`src/rtl/radix_4_quo_accum.sv`:
```
// radix_4_quo_accum: radix-4 quotient digit decoder with on-the-fly Q/QM
// conversion for the SRT divider iteration loop.
// Optional build macro: RADIX_4_QUO_ACCUM_CHECK_EN enables the sticky
// illegal-sign-pattern flag on err_o; without it err_o is tied low.
module radix_4_quo_accum #(
  parameter  int unsigned QUO_W  = 64,
  localparam int unsigned ITER_W = $clog2(QUO_W/2 + 1)
) (
  input  logic              clk,
  input  logic              rst,
  input  logic              start_valid_i,
  output logic              start_ready_o,
  input  logic [ITER_W-1:0] iter_num_i,
  input  logic              iter_valid_i,
  input  logic              sd_m_neg_1_sign_i,
  input  logic              sd_m_neg_0_sign_i,
  input  logic              sd_m_pos_1_sign_i,
  input  logic              sd_m_pos_2_sign_i,
  input  logic              rem_sign_i,
  output logic [4:0]        digit_o,
  output logic              finish_valid_o,
  input  logic              finish_ready_i,
  output logic [QUO_W-1:0]  quo_o,
  output logic [QUO_W-1:0]  quo_m1_o,
  output logic [QUO_W-1:0]  quo_final_o,
  output logic              err_o
);

  typedef enum logic [1:0] {IDLE, ITER, DONE} state_e;

  state_e            state_q, state_d;
  logic [QUO_W-1:0]  q_q, q_d;
  logic [QUO_W-1:0]  qm_q, qm_d;
  logic [ITER_W-1:0] cnt_q, cnt_d;
  logic              rem_sign_q, rem_sign_d;

  logic [3:0] sign_c;
  logic [1:0] q_app_c, qm_app_c;
  logic       d_nonneg_c, d_pos_c;
  logic       start_hs_c, accept_c;

  assign sign_c = {sd_m_pos_2_sign_i, sd_m_pos_1_sign_i,
                   sd_m_neg_0_sign_i, sd_m_neg_1_sign_i};

  // Sign pattern to one-hot digit; 10 and the illegal 01 in [2:1] both give 0
  always_comb begin
    digit_o = 5'b00100;
    if (sign_c[2:1] == 2'b00) begin
      digit_o = sign_c[3] ? 5'b01000 : 5'b10000;
    end else if (sign_c[2:1] == 2'b11) begin
      digit_o = sign_c[0] ? 5'b00001 : 5'b00010;
    end
  end

  // Low digit pair appended to Q and QM for the decoded digit
  always_comb begin
    q_app_c  = 2'b00;
    qm_app_c = 2'b11;
    case (digit_o)
      5'b10000: begin q_app_c = 2'b10; qm_app_c = 2'b01; end
      5'b01000: begin q_app_c = 2'b01; qm_app_c = 2'b00; end
      5'b00010: begin q_app_c = 2'b11; qm_app_c = 2'b10; end
      5'b00001: begin q_app_c = 2'b10; qm_app_c = 2'b01; end
      default:  begin q_app_c = 2'b00; qm_app_c = 2'b11; end
    endcase
  end

  assign d_nonneg_c = ~(digit_o[0] | digit_o[1]);
  assign d_pos_c    = digit_o[3] | digit_o[4];
  assign start_hs_c = (state_q == IDLE) && start_valid_i;
  assign accept_c   = (state_q == ITER) && iter_valid_i;

  // Next-state and datapath update
  always_comb begin
    state_d    = state_q;
    q_d        = q_q;
    qm_d       = qm_q;
    cnt_d      = cnt_q;
    rem_sign_d = rem_sign_q;
    case (state_q)
      IDLE: begin
        if (start_valid_i) begin
          state_d    = ITER;
          q_d        = '0;
          qm_d       = '1;
          cnt_d      = (iter_num_i == '0) ? ITER_W'(QUO_W/2) : iter_num_i;
          rem_sign_d = 1'b0;
        end
      end
      ITER: begin
        if (iter_valid_i) begin
          q_d   = d_nonneg_c ? {q_q[QUO_W-3:0], q_app_c}
                             : {qm_q[QUO_W-3:0], q_app_c};
          qm_d  = d_pos_c    ? {q_q[QUO_W-3:0], qm_app_c}
                             : {qm_q[QUO_W-3:0], qm_app_c};
          cnt_d = cnt_q - ITER_W'(1);
          if (cnt_q == ITER_W'(1)) begin
            state_d    = DONE;
            rem_sign_d = rem_sign_i;
          end
        end
      end
      DONE: begin
        if (finish_ready_i) begin
          state_d = IDLE;
        end
      end
      default: state_d = IDLE;
    endcase
  end

  // State register
  always_ff @(posedge clk) begin
    if (rst) begin
      state_q <= IDLE;
    end else begin
      state_q <= state_d;
    end
  end

  // Quotient, counter and remainder-sign registers
  always_ff @(posedge clk) begin
    if (rst) begin
      q_q        <= '0;
      qm_q       <= '0;
      cnt_q      <= '0;
      rem_sign_q <= 1'b0;
    end else begin
      q_q        <= q_d;
      qm_q       <= qm_d;
      cnt_q      <= cnt_d;
      rem_sign_q <= rem_sign_d;
    end
  end

`ifdef RADIX_4_QUO_ACCUM_CHECK_EN
  logic err_q, err_d;
  logic illegal_c;

  assign illegal_c = (sign_c[2:1] == 2'b01);

  // Sticky flag: set by an accepted illegal pattern, cleared by a new start
  always_comb begin
    err_d = err_q;
    if (start_hs_c) begin
      err_d = 1'b0;
    end else if (accept_c && illegal_c) begin
      err_d = 1'b1;
    end
  end

  // Error flag register
  always_ff @(posedge clk) begin
    if (rst) begin
      err_q <= 1'b0;
    end else begin
      err_q <= err_d;
    end
  end

  assign err_o = err_q;
`else
  logic unused_hs_c;
  assign unused_hs_c = start_hs_c ^ accept_c;
  assign err_o       = 1'b0;
`endif

  assign start_ready_o  = (state_q == IDLE);
  assign finish_valid_o = (state_q == DONE);
  assign quo_o          = q_q;
  assign quo_m1_o       = qm_q;
  assign quo_final_o    = rem_sign_q ? qm_q : q_q;

endmodule

```
`config.mk`:
```
export PLATFORM = sky130hd
export DESIGN_NAME = radix_4_quo_accum
export DESIGN_NICKNAME = d
export VERILOG_FILES = /design/src/rtl/radix_4_quo_accum.sv
export SDC_FILE = /design/constraint.sdc
export NUM_CORES = 1
export LEC_CHECK = 0
export CAP_MARGIN = 20
export CELL_PAD_IN_SITES_DETAIL_PLACEMENT = 2
export CELL_PAD_IN_SITES_GLOBAL_PLACEMENT = 2
export CORE_ASPECT_RATIO = 1.4
export CORE_UTILIZATION = 29
export DETAILED_ROUTE_END_ITERATION = 8
export GPL_ROUTABILITY_DRIVEN = 0
export HOLD_SLACK_MARGIN = 0.06
export MAX_ROUTING_LAYER = met4
export PLACE_DENSITY_LB_ADDON = 0.1
export SETUP_SLACK_MARGIN = 0.1
export SLEW_MARGIN = 5
export SYNTH_ARGS = -nofsm -noshare
export SYNTH_HDL_FRONTEND = slang
export SYNTH_SLANG_ARGS = --single-unit
```
`constraint.sdc`:
```
create_clock -name clk -period 1.75 [get_ports clk]
set_input_delay 0.175 -clock clk [delete_from_list [all_inputs] [get_ports clk]]
set_output_delay 0.175 -clock clk [all_outputs]
set_load 0.03 [all_outputs]
```
Word-level counts from Yosys, hierarchy flattened
Index checks and enable logic that the tools add are counted.
W data, S select, Z words.

operators by class
  $add $sub $neg = 1
  eq/ne operators = 12
  multiplexer cells = 28
  bitwise operators = 2
  reductions and logical operators = 8

operators with widths
  operator               count
  $mux W64               7
  $pmux W64 S2           2
  $mux W6                3
  $pmux W2 S3            3
  $pmux W6 S2            1
  $mux W2                5
  $mux W5                2
  $reduce_and A4 Y1      2
  $eq A6 B1 Y1 const B   1
  $logic_not A6 Y1       1
  $sub A6 B1 Y6 const B  1
  $eq A5 B1 Y1 const B   1
  $eq A5 B2 Y1 const B   1
  $eq A5 B4 Y1 const B   1
  $eq A5 B5 Y1 const B   1
  $eq A2 B2 Y1 const B   2
  $logic_not A2 Y1       2
  $ne A2 B1 Y1 const B   2
  $ne A2 B2 Y1 const B   2
  $mux W1                3
  $mux W3                1
  $reduce_and A3 Y1      1
  $eq A2 B1 Y1 const B   1
  $or A1 B1 Y1           2
  3 further kinds        3

word-level totals
  register bits after elaboration = 137
  input bits = 16
  output and inout bits = 200

Logic depth before layout (Yosys ltp)
  word-level depth = 9
  gate-level depth with buffers = 8
  depth with buffers taken out = 6

Worst setup path before layout
No wires, ideal clock.

  path type = input-to-reg
  from = in sd_m_neg_0_sign_i
  to = reg qm_q[0] (netlist: quo_m1_o[0])
  setup time = 0.116 ns
  arrival = 1.528 ns
  data required time = 1.634 ns
  path slack = 0.106 ns
  stages = 7
  cells stage by stage = inv_1 ha_1 nor2b_1 buf_2 nor2b_1 o21ai_1 o211a_1

between the ends
  word-level cells in the longest chain between the ends = 9
  elaborated cells between the ends (all ways) = 13
  those cells by class = eq/ne: 5; mux: 6; reduce/logical: 2

RTL lines
  item                                                 RTL line  RTL
  from (decl)                                          16        input logic sd_m_neg_0_sign_i,
  $eq A2 B2 Y1                                         50        end else if (sign_c[2:1] == 2'b11) begin
  $mux W3                                              50
  $mux W5 (*)                                          48        if (sign_c[2:1] == 2'b00) begin
  via digit_o[1]                                       20        output logic [4:0] digit_o,
  $eq A5 B1 Y1 / $eq A5 B5 Y1 (equally long branches)  59        case (digit_o)
  $reduce_or A2 Y1 (no line)                           n/a
  $pmux W2 S3 (*)                                      59
  $mux W64 (*)                                         94        qm_d = d_pos_c ? {q_q[QUO_W-3:0], qm_app_c}
  $mux W64 (*)                                         91        if (iter_valid_i) begin
  $pmux W64 S2 (*)                                     80        case (state_q)
  to (signal assigned)                                 130       qm_q <= qm_d;
  to (decl)                                            33        logic [QUO_W-1:0] qm_q, qm_d;

Mark *: on every way through the listed nets, which the timed path passes. The rest lies on a longest branch. The select of a mux whose other input is x is not followed.
A chain may end at the register's enable or synchronous reset.

Worst setup path in the final report
  from = reg rem_sign_q
  to = out quo_final_o[43]

between the ends
  word-level cells in the longest chain between the ends = 1

RTL lines
  item                    RTL line  RTL
  from (decl)             35        logic rem_sign_q, rem_sign_d;
  from (signal assigned)  132       rem_sign_q <= rem_sign_d;
  $mux W64                172       assign quo_final_o = rem_sign_q ? qm_q : q_q;
  to (decl)               25        output logic [QUO_W-1:0] quo_final_o,

Every way passes these cells.

==> summary.md <==
| Metric | Value |
|---|---|
| Final total power | `9.36 mW` |
| Share of layout cells above drive strength 1 | `28.2%` |
| TritonCTS clock tree | `done` |
| Via count | `between 6000 and 7000` |
| Hold Crit Start | `rst` |
| Setup violations, final | `62` |
| Worst r2r path cells | `5` |
| DIE HEIGHT | `189 um` |
| Hold Crit Class | `input port to flop` |
| Worst-path maximum fanout | `33` |
| FF-to-FF End | `quo_o[5]` |
| Netlist cell types | `38` |
| Worst EP required | `1.57 ns` |
| PwrDens | `869 nW/um2` |
| Setup crit start kind | `flop` |
| Yosys warning count | `0` |
| Vias/cell | `roughly 5.2` |
| Hold-critical path depth | `2` |
| First-pass GRT wire length | `42700 um` |
| Starting Density | `29.5%` |
| Post-layout min period | `~1.9 ns` |
| Busiest layer in global routing | `met2` |
| Hold Vio Cnt, Final | `0` |
| Clk root buf | `clkbuf_16` |
| Hold EP | `quo_o[22]` |
| Iteration-0 DRC Markers | `~190` |
| GR Util met3 | `3.67%` |
| Pleak | `4.68 nW` |
| Post-Synthesis Cells | `720` |
| TritonCTS Sinks | `137` |
| Synthesized flop and latch total | `137` |
| Core Area | `24700 um2` |
| Critical R2R Launch | `state_q[0]` |
| DRT Pass-1 Iters | `4` |
| Clock skew | `0.0111 ns` |
| Max Cap Viol | `0` |
| GR Layer Usage met2 | `41.0%` |
| Dpl hpwl | `between 15000 and 20000 um` |
| Congestion Overflow GR | `0` |
| PortBufs | `~210` |
| Slew Viols, Final | `0` |
| Largest net degree at the start of global routing | `39` |
| Net Count, Synth | `740` |
| Final wirelength | `27200 um` |
| WL/cell | `21.5 um` |
| GR Layer Usage met1 | `23.8%` |
| WS Path Type | `flop to output pin` |
| R2R setup slack | `0.18 ns` |
| Io pins | `216` |
| Post-DRT Antenna Nets | `0` |
| Crit path DAT | `roughly 1.7 ns` |
| Vias in the first global route | `7344` |
| Unrepaired setup endpoints after global routing | `yes` |
| Synth Cell Area | `7270 um2` |
| Die width | `between 100 and 150 um` |
| Diodes inserted | `0` |
| CP endpoint kind | `output pin` |
| Status | `finished with violations` |
| Synth Area per Inst | `10.1 um2` |
| Final nets | `~960` |
| Fin util | `43.6%` |
| Final worst slack | `-0.109 ns` |
| Clock transition at path regs | `around 0.06 ns` |
| DRC viols | `0` |
| Clock Path Buffers | `2` |
| Initial antenna violation count | `0` |
| Area delta synth->final | `48.2%` |
| CTS Buf Count | `17` |
| GRT Resource Usage Total | `between 20% and 30%` |
| Failing checks | `negative setup slack` |
| Peak supply drop | `0.000661 V` |
| Std-Cell Rows | `68` |
| Register area share after synthesis | `around 38%` |
| Htree depth | `4` |
| Final cycle utilization of the critical path | `106%` |
| Die ar. | `approximately 26000 um2` |
| Worst-skew pair later-pin latency | `~0.42 ns` |
| F_max | `~540 MHz` |
==> area by class of cell <==
cell class | instances | area [um2]
Clock inverter | 11 | 168
Tap cell | 315 | 394
Sequential cell | 137 | 2750
Inverter | 6 | 22.5
Clock buffer | 21 | 472
Timing Repair Buffer | 268 | 2810
Multi-Input combinational cell | 509 | 4160
Fill cell | 2602 | 13900
==> cell families after synthesis <==
logic type | after synthesis | share of synthesized area (%)
adder cells (fa/ha/maj) | 4 | 0.689
multiplexers | 190 | 28.4
AO/OA/AOI/OAI | 152 | 17.9
other | 1 | 0.0516
AND/OR/NAND/NOR | 161 | 9.26
XOR/XNOR | 1 | 0.121
flip-flops | 137 | 37.7
buffers and inverters | 74 | 5.92
==> routing by layer <==
layer | wire (um) | vias up
met5 | 0 | -
met4 | 367 | 0
met3 | 947 | 28
met2 | 14700 | 179
met1 | 11200 | 3329
li1 | - | 3065
==> timing repair <==
| item | CTS | global route |
|---|---|---|
| buffers inserted | 10 | 2 |
| hold buffers | 0 | 0 |
| setup endpoints to repair | 205 | 72 |
| pin swaps | 1 | 1 |
| resized for setup | 331 | 7 |
| cloned | 3 | 1 |
==> power by group <==
group | total (mW) | switching, mW | internal, mW
Sequential | 3.55 | 0.247 | 3.30
Clock | 3.92 | 1.42 | 2.51
Combinational | 1.88 | 1.14 | 0.743
==> layout by cell type, fill, tap and decap left out, drive strengths merged, types with 2 or more instances in the layout <==
cell type,count
a211oi,63
a21oi,12
a22oi,62
and2,4
buf,59
bufbuf,3
bufinv,4
clkbuf,23
clkdlybuf4s15,62
clkdlybuf4s50,12
clkinv,5
clkinvlp,2
dfxtp,137
dlygate4sd2,129
ha,4
inv,6
mux2,127
mux2i,63
nand2,7
nand2b,2
nand4,3
nor2,131
nor2b,7
nor3,2
nor3b,2
o211ai,2
o21ai,8
==> worst max-delay path: stages, from the launching register on <==
cell and delay (ns):
dfxtp_4 0.37, buf_12 0.21, mux2_2 0.37, clkdlybuf4s15_2 0.28
==> cells in the mapped netlist <==
cell type / count / share of area, %
dfxtp_1: 137 / 38
nor2_1: 130 / 6.7
mux2_1: 68 / 11
mux2i_1: 63 / 8.7
a22oi_1: 62 / 6.4
mux2_2: 59 / 9.1
a211oi_2: 40 / 6.9
buf_2: 32 / 2.2
a211oi_1: 23 / 2.4
clkbuf_1: 16 / 0.83
a21oi_1: 12 / 0.83
buf_6: 11 / 1.7
buf_4: 8 / 0.83
nand2_1: 7 / 0.36
inv_1: 6 / 0.31
nor2b_1: 6 / 0.52
o21ai_1: 6 / 0.41
and2_1: 4 / 0.34
ha_1: 4 / 0.69
nand4_1: 3 / 0.26
nand2b_1: 2 / 0.17
nor3_1: 2 / 0.14
nor3b_1: 2 / 0.21
o211ai_1: 2 / 0.21
o21ai_0: 2 / 0.14
a31oi_1: 1 / 0.086
a32oi_1: 1 / 0.12
buf_1: 1 / 0.052
conb_1: 1 / 0.052
nor2_2: 1 / 0.086
nor2b_4: 1 / 0.19
nor4_1: 1 / 0.086
o211a_1: 1 / 0.14
o221a_1: 1 / 0.15
o221ai_1: 1 / 0.12
or2_1: 1 / 0.086
or4_1: 1 / 0.10
xor2_1: 1 / 0.12
==> sequential cells by signal (all words and copies together), names as in the netlist <==
register,cells
quo_o,64
quo_m1_o,64
cnt_q,6
state_q,2
rem_sign_q,1
==> worst max path at each step <==
stage | start | to | cells after the start
after CTS | rem_sign_q | quo_final_o[43] | 3
final | rem_sign_q | quo_final_o[43] | 3
after floorplan | sd_m_neg_0_sign_i | quo_m1_o[0] | 7
after global placement | sd_m_neg_0_sign_i | quo_o[54] | 8
after detailed placement | sd_m_pos_1_sign_i | quo_o[41] | 7
after global routing | rem_sign_q | quo_final_o[39] | 3
==> through the flow <==
stage	setup slack, ns	instance area [um2]	setup TNS, ns	hold WS, ns	cells
after floorplan	0.106	7270	0	0.340	720
after global placement	-0.276	9940	-16.76	0.483	1219
after detailed placement	-0.354	9940	-21.44	0.499	1219
after CTS	-0.135	10700	-7.04	0.170	1264
after global routing	-0.166	10800	-8.92	0.180	1267
final	-0.109	10800	-5.12	0.193	1267
Note: power is estimated with default switching activity, not from simulation.
